$ cat config.mk
export PLATFORM = sky130hd
export DESIGN_NAME = ifetch_prefetch
export DESIGN_NICKNAME = d
export VERILOG_FILES = /design/src/rtl/ifetch_prefetch.sv
export SDC_FILE = /design/constraint.sdc
export NUM_CORES = 1
export LEC_CHECK = 0
export ABC_AREA = 0
export BUFFER_PORTS_ARGS = -buffer_cell sky130_fd_sc_hd__buf_4
export CORE_UTILIZATION = 40
export CTS_BUF_LIST = sky130_fd_sc_hd__clkbuf_4
export DETAILED_ROUTE_END_ITERATION = 8
export PLACE_DENSITY_LB_ADDON = 0.05
export SYNTH_ARGS = -nofsm -noshare
export SYNTH_HDL_FRONTEND = slang
export SYNTH_SLANG_ARGS = --single-unit
$ cat constraint.sdc
create_clock -name clk -period 4.81 [get_ports clk]
set_clock_uncertainty 0.1 [all_clocks]
set_input_delay 0.962 -clock clk [delete_from_list [all_inputs] [get_ports clk]]
set_output_delay 0.962 -clock clk [all_outputs]
set_load 0.05 [all_outputs]
$ cat src/rtl/ifetch_prefetch.sv
// Prefetching instruction fetch unit: word requests to instruction memory, a small
// prefetch FIFO, and halfword realignment into 16-bit (C) or 32-bit instructions.
module ifetch_prefetch #(
  parameter logic [31:0] RESET_PC   = 32'h0000_0100,
  parameter int          FIFO_DEPTH = 4,
  parameter int          MAX_OUTST  = 4
) (
  input  logic        clk,
  input  logic        reset,
  input  logic        redirect,
  input  logic [31:0] redirect_pc,
  output logic        mem_req_valid,
  input  logic        mem_req_ready,
  output logic [31:0] mem_req_addr,
  input  logic        mem_resp_valid,
  input  logic [31:0] mem_resp_data,
  output logic        instr_valid,
  input  logic        instr_ready,
  output logic [31:0] instr,
  output logic [31:0] instr_pc,
  output logic        instr_is_c
);

  localparam int PW = (FIFO_DEPTH > 1) ? $clog2(FIFO_DEPTH) : 1;
  localparam int CW = PW + 1;
  localparam int OW = $clog2(MAX_OUTST + 1);

  if (FIFO_DEPTH < 2 || (FIFO_DEPTH & (FIFO_DEPTH - 1)) != 0) begin : g_bad_depth
    $error("ifetch_prefetch: FIFO_DEPTH must be a power of 2 and at least 2");
  end
  if (MAX_OUTST < 1) begin : g_bad_outst
    $error("ifetch_prefetch: MAX_OUTST must be at least 1");
  end

  logic [31:0]   fetch_addr;
  logic [31:0]   pc;
  logic [31:0]   fifo_mem [FIFO_DEPTH];
  logic [PW-1:0] rd_ptr, wr_ptr, rd_nxt;
  logic [CW-1:0] fifo_count;
  logic [OW-1:0] outstanding;
  logic [OW-1:0] discard;

  logic [31:0] h0;
  logic [15:0] h1_lo;
  logic [15:0] half;
  logic        is_c;
  logic        need_two;
  logic        fire, pop, push, drop, req_fire;
  logic [31:0] occupancy;
  logic        unused_bits;

  assign unused_bits = redirect_pc[0];

  always_comb begin
    rd_nxt   = rd_ptr + 1'b1;
    h0       = fifo_mem[rd_ptr];
    h1_lo    = fifo_mem[rd_nxt][15:0];
    half     = pc[1] ? h0[31:16] : h0[15:0];
    is_c     = (half[1:0] != 2'b11);
    need_two = pc[1] & ~is_c;
    instr_valid = need_two ? (fifo_count >= CW'(2)) : (fifo_count != '0);

    instr      = '0;
    instr_pc   = '0;
    instr_is_c = 1'b0;
    if (instr_valid) begin
      instr_pc   = pc;
      instr_is_c = is_c;
      if (is_c)       instr = {16'b0, half};
      else if (pc[1]) instr = {h1_lo, h0[31:16]};
      else            instr = h0;
    end
  end

  // Reservation: in-flight requests count against FIFO space so responses can't overflow it.
  always_comb begin
    occupancy     = 32'(fifo_count) + 32'(outstanding);
    mem_req_valid = ~reset & ~redirect & (discard == '0)
                  & (32'(outstanding) < 32'(MAX_OUTST))
                  & (occupancy < 32'(FIFO_DEPTH));
    mem_req_addr  = fetch_addr;
    req_fire      = mem_req_valid & mem_req_ready;
    drop          = mem_resp_valid & (discard != '0);
    push          = mem_resp_valid & (discard == '0);
    fire          = instr_valid & instr_ready & ~redirect;
    pop           = fire & (pc[1] | ~is_c);
  end

  always_ff @(posedge clk) begin
    if (reset) begin
      fetch_addr  <= {RESET_PC[31:2], 2'b00};
      pc          <= {RESET_PC[31:1], 1'b0};
      rd_ptr      <= '0;
      wr_ptr      <= '0;
      fifo_count  <= '0;
      outstanding <= '0;
      discard     <= '0;
    end else if (redirect) begin
      // Whatever is still in flight (less a response landing now) must be dropped on return.
      fetch_addr  <= {redirect_pc[31:2], 2'b00};
      pc          <= {redirect_pc[31:1], 1'b0};
      rd_ptr      <= '0;
      wr_ptr      <= '0;
      fifo_count  <= '0;
      outstanding <= '0;
      discard     <= discard + outstanding - OW'(mem_resp_valid);
    end else begin
      if (req_fire) fetch_addr <= fetch_addr + 32'd4;
      outstanding <= outstanding + OW'(req_fire) - OW'(push);
      if (drop) discard <= discard - 1'b1;
      if (push) wr_ptr <= wr_ptr + 1'b1;
      if (pop)  rd_ptr <= rd_ptr + 1'b1;
      fifo_count <= fifo_count + CW'(push) - CW'(pop);
      if (fire) pc <= pc + (is_c ? 32'd2 : 32'd4);
    end
  end

  always_ff @(posedge clk) begin
    if (!reset && !redirect && push) fifo_mem[wr_ptr] <= mem_resp_data;
  end

  always_ff @(posedge clk) begin
    if (!reset && !redirect && push && !pop) assert (fifo_count < CW'(FIFO_DEPTH));
  end

endmodule

# --- Word-level counts from Yosys, hierarchy flattened ---
# Memory sizes are Yosys's and may differ from the RTL's. A register that Yosys moved wholly into a read port is not among the register bits.
# Cells that the tools add are included.
word_totals:
  elab_cells: 70
  ramBits: 128
  register_bits: 77
  out_inout_bits: 99
  romBits: 0
  latchBits: 0
  in_bits: 70
  memories: 1
classes:
  n_addsub: 12
  n_mux: 18
  n_reduce_logical: 11
  shifts: 0
  n_eq_ne: 1
  order_cmp: 3
  bitwise_logic: 15
  mul: 0
  div_mod_pow: 0
mem_list:
  columns: ["name", "depth", "word_bits", "read_ports", "rd_clocked_by_memory_dff", "write_ports", "line", "source"]
  rows:
  - ["fifo_mem", 4, 32, 2, 1, 1, "37", "logic [31:0] fifo_mem [FIFO_DEPTH];"]
ops:
  columns: ["cell", "n"]
  rows:
  - ["two-way mux 32 bit", 8]
  - ["adder 32 x 3 -> 32 bit", 1]
  - ["adder 32 x 3 -> 32 bit, second input constant", 1]
  - ["two-way mux 16 bit", 1]
  - ["AND 1 bit", 11]
  - ["two-way mux 3 bit", 3]
  - ["subtractor 3 x 1 -> 3 bit", 3]
  - ["adder 3 x 1 -> 3 bit", 2]
  - ["nonzero test 2 bit", 3]
  - ["nonzero test 3 bit", 2]
  - ["adder 2 x 1 -> 2 bit, second input constant", 2]
  - ["adder 3 x 3 -> 4 bit", 1]
  - ["less-than comparator 4 x 3 -> 1 bit, second input constant", 1]
  - ["two-way mux 1 bit", 4]
  - ["two-way mux 2 bit", 2]
  - ["adder 3 bit", 1]
  - [">= comparator 3 x 2 -> 1 bit, second input constant", 1]
  - ["logical NOT 3 bit", 1]
  - ["less-than comparator 3 bit, second input constant", 1]
  - ["inverter 1 bit", 3]
  - ["subtractor 3 x 1 -> 3 bit, second input constant", 1]
  - ["logical AND 1 bit", 2]
  - ["logical NOT 1 bit", 2]
  - ["!= test 2 bit, second input constant", 1]
  - ["2 further kinds", 2]

# --- Longest topological paths before layout ---
logic_depth:
  word_depth: 10
  mapped_depth: 15
  ltp_nobuf: 13

# --- Least setup slack after synthesis ---
# Ideal clock, no wire load.
synth_path:
  path_kind: "register to output"
  startpoint: "register (tool-made name)"
  endpoint: "output instr[21]"
  setup_slack_ns: 1.276
  t_required_ns: 3.748
  stages_incl_launch_ff: 10
  n_path_buf: 3
  t_arrival_ns: 2.472
  path_cell_list: "dfxtp_1 -> buf_6 -> mux2i_1 -> o22a_1 -> o22ai_1 -> o311a_1 -> nand2b_1 -> clkbuf_1 -> clkbuf_1 -> a21oi_1"
synth_rtl:
  columns: ["item", "line", "source"]
  rows:
  - ["end: declaration", "19", "output logic [31:0] instr,"]

# --- Final worst setup path ---
layout_path:
  startpoint: "register pc[1]"
  endpoint: "output instr[2]"
layout_between:
  elab_chain_len: 6
  elab_cells_between_ends: 8
  classes_between: "eq/ne (1); mux (5); bitwise (2)"
layout_rtl:
  columns: ["item", "line", "source"]
  rows:
  - ["start: declaration", "36", "logic [31:0] pc;"]
  - ["start signal: assignment", "92", "pc <= {RESET_PC[31:1], 1'b0};"]
  - ["start signal: assignment", "101", "pc <= {redirect_pc[31:1], 1'b0};"]
  - ["start signal: assignment", "114", "if (fire) pc <= pc + (is_c ? 32'd2 : 32'd4);"]
  - ["two-way mux 16 bit", "58", "half = pc[1] ? h0[31:16] : h0[15:0];"]
  - ["!= test 2 bit", "59", "is_c = (half[1:0] != 2'b11);"]
  - ["inverter 1 bit", "60", "need_two = pc[1] & ~is_c;"]
  - ["AND 1 bit", "60", null]
  - ["two-way mux 1 bit", "61", "instr_valid = need_two ? (fifo_count >= CW'(2)) : (fifo_count != '0);"]
  - ["two-way mux 32 bit (*)", "66", "if (instr_valid) begin"]
# Every way passes the cells marked *; elsewhere a longest branch is shown, timed or not.

==> flow_summary.json <==
{
  "min_from": "mem_resp_data[15]",
  "setup_viol": 0,
  "core_um2": 25300,
  "finalCritPeriodShare": 0.883,
  "row_count": 58,
  "root_buffer": "clkbuf_4",
  "finalCriticalPeriod_ns": 4.25,
  "hold_class": "input port to flip-flop",
  "clk_latency_ns": 0.70,
  "drtIter0Drc": 572,
  "ys_types": 66,
  "grt_max_degree": 61,
  "post_cts_buffers": 0,
  "synth_top_area_share": 0.373,
  "syn_inst": 906,
  "worst_pin_slew_ns": 0.831,
  "htreeDepth": 2,
  "avgSynthCellArea_um2": 11.4,
  "via_per_inst": 5.43,
  "initial_core_util": 0.408,
  "synth_edf_count": 128,
  "hold_violations": 0,
  "ctsHoldBuffers": 0,
  "busiest_layer": "met2",
  "dp_hpwl_um": 18000,
  "drc_errors": 0,
  "yosys_warnings": 0,
  "critPathRequiredTime_ns": 3.75,
  "num_io_pins": 169,
  "worst-path-max-fanout": 49,
  "yosys.area.top_type": "edfxtp_1",
  "multi_input_area_um2": 4540,
  "fillers": 2383,
  "synth_area_um2": 10300,
  "areaGrowthSynthToFinish_pct": 21.0,
  "finalMaxSlewViolations": 0,
  "register_area_um2": 5370,
  "antenna_found_initial": 1,
  "grt_pass1_wl_um": 42000,
  "wire_per_inst_um": 18.8,
  "die-area_um2": 26400,
  "post_cts_resized": 0,
  "synth-seq-cells": 204,
  "portBuffers": 164,
  "p_leak_nw": 4.55,
  "drv_cap": 0,
  "clk_pin_slew_ns": 0.07,
  "layout-drive-gt1-share": 0.301,
  "end_kind": "output pin",
  "drt_wl_total_um": 27300,
  "use_met1": 0.258,
  "ys_seq_area_frac": 0.521,
  "critPathLaunchType": "flip-flop",
  "die-width_um": 163,
  "path_class": "flip-flop to output pin",
  "cts_tree": "yes",
  "cts_buffers": 55,
  "cp_data_arrival_time_ns": 3.18,
  "power_density_nw_per_um2": 343,
  "die_h_um": 163,
  "ys.flop_type": "edfxtp_1",
  "ant_nets": 0,
  "grt_usage": 0.207,
  "fin_total_pwr_mw": 4.28,
  "clock_path_buffers": 3,
  "firstDrtPassIters": 5,
  "gr-usage-met2": 0.358,
  "first_global_vias": 7682,
  "cts.sinks": 204,
  "crit_path_start": "pc[1]",
  "fmax_mhz": 236,
  "setup_tns_ns": 0,
  "vias": 7897,
  "nNetsFinal": 1176,
  "ys_top_cells_by_area": "edfxtp_1, dfxtp_1, mux4_2, nand2_1, a21oi_1",
  "place_congestion": 0.796,
  "met3_usage": 0.0497,
  "rsz0062_at_grt": "false",
  "status": "finished, final reports clean",
  "gr-total-overflow": 0,
  "slew_headroom": 0.445,
  "ir_drop_mv": 0.212,
  "ys_async_sr_fraction": 0
}
where the power goes:
part / total [mW] / switching, mW / internal [mW]
combinational: 0.804 / 0.519 / 0.285
clock: 1.47 / 0.718 / 0.750
sequential: 2.01 / 0.0731 / 1.94
total: 4.28 / 1.31 / 2.97
synthesized netlist by cell type, types with 5 or more instances:
cell type  number
a211oi_1        6
a21boi_0        9
a21oi_1        57
a221oi_1        5
a311oi_1       13
a31oi_1        11
and2_1          9
and3_1          8
and4_1          8
buf_1           6
clkbuf_1       40
dfxtp_1        76
edfxtp_1      128
ha_1           17
inv_1          36
mux2_2          5
mux2i_1        10
mux4_2         48
nand2_1       107
nand2b_1        5
nand3_1        18
nand4_1        15
nor2_1         69
nor2b_1        21
nor3_1         11
nor4_1         10
o21ai_0        30
o31a_1          7
o31ai_1         6
or3_1          17
xnor2_1        10
xor2_1         16
cells by family after synthesis:
kind of cell	synth area share
AO/OA/AOI/OAI	0.122
XOR/XNOR	0.0221
adder cells (fa/ha/maj)	0.0265
AND/OR/NAND/NOR	0.147
multiplexers	0.121
other	0.000364
buffers and inverters	0.0402
flip-flops	0.521
worst paths after layout:
check	to	slack, ns	cells after the start
worst max-delay path	instr[2]	0.56	6
worst max register to register	pc[27]	1.42	10
worst min-delay path	fifo_mem[0][15]	0.35	1
worst min register to register	mem_req_addr[31]	0.38	2
flip-flops by register name, indices dropped and copies added (netlist names), named ones only:
name          flops
wr_ptr            2
pc               31
fifo_count        3
outstanding       3
fifo_mem        128
mem_req_addr     30
discard           3
rd_ptr            2
cells in the final DEF (no fill, tap or decap), types with 9 or more instances in the layout:
cell and instances:
mux4_2 48, clkbuf_4 79, xor2_1 16, nor2_1 69
a21boi_0 9, a21oi_1 57, ha_1 17, xnor2_1 10
o21ai_0 30, nor4_1 10, edfxtp_1 128, nand4_1 15
and2_1 9, or3_1 17, nor3_1 11, a31oi_1 11
buf_4 179, nand2_1 107, nor2b_1 21, nand3_1 18
a311oi_1 13, dfxtp_1 74, mux2i_1 10, inv_1 36
per-layer routing:
| metal | share of wire | routed length, µm |
|---|---|---|
| met1 | 0.43 | 11700 |
| met2 | 0.49 | 13400 |
| met3 | 0.068 | 1850 |
| met4 | 0.015 | 406 |
| met5 | 0 | 0 |
final cells by class:
type                            instances  share of cell area
Clock buffer                           79              0.0476
Tap cell                              330              0.0331
Sequential cell                       204               0.430
Inverter                               39              0.0117
Timing Repair Buffer                  179               0.108
Clock inverter                         14             0.00542
Antenna cell                            2            0.000401
Multi-Input combinational cell        607               0.364
per-stage QoR:
stage | hold slack [ns] | std cells | area [µm²] | util | setup slack [ns]
finish | 0.350 | 1454 | 12500 | 0.494 | 0.565
global route | 0.299 | 1454 | 12500 | 0.494 | 0.424
CTS | 0.308 | 1452 | 12500 | 0.494 | 0.601
detailed placement | 0.373 | 1359 | 11800 | 0.467 | 1.08
global placement | 0.368 | 1359 | 11800 | 0.467 | 1.12
floorplan | 0.370 | 908 | 10300 | - | 1.28
worst max-delay path, stage by stage (launching register included):
cell and delay, ns:
dfxtp_1 0.72, nand2_1 0.23, o22a_1 0.28, o311a_2 0.35, buf_4 0.33, a21oi_1 0.33, buf_4 0.26
Power figures use the tool's default switching activity.
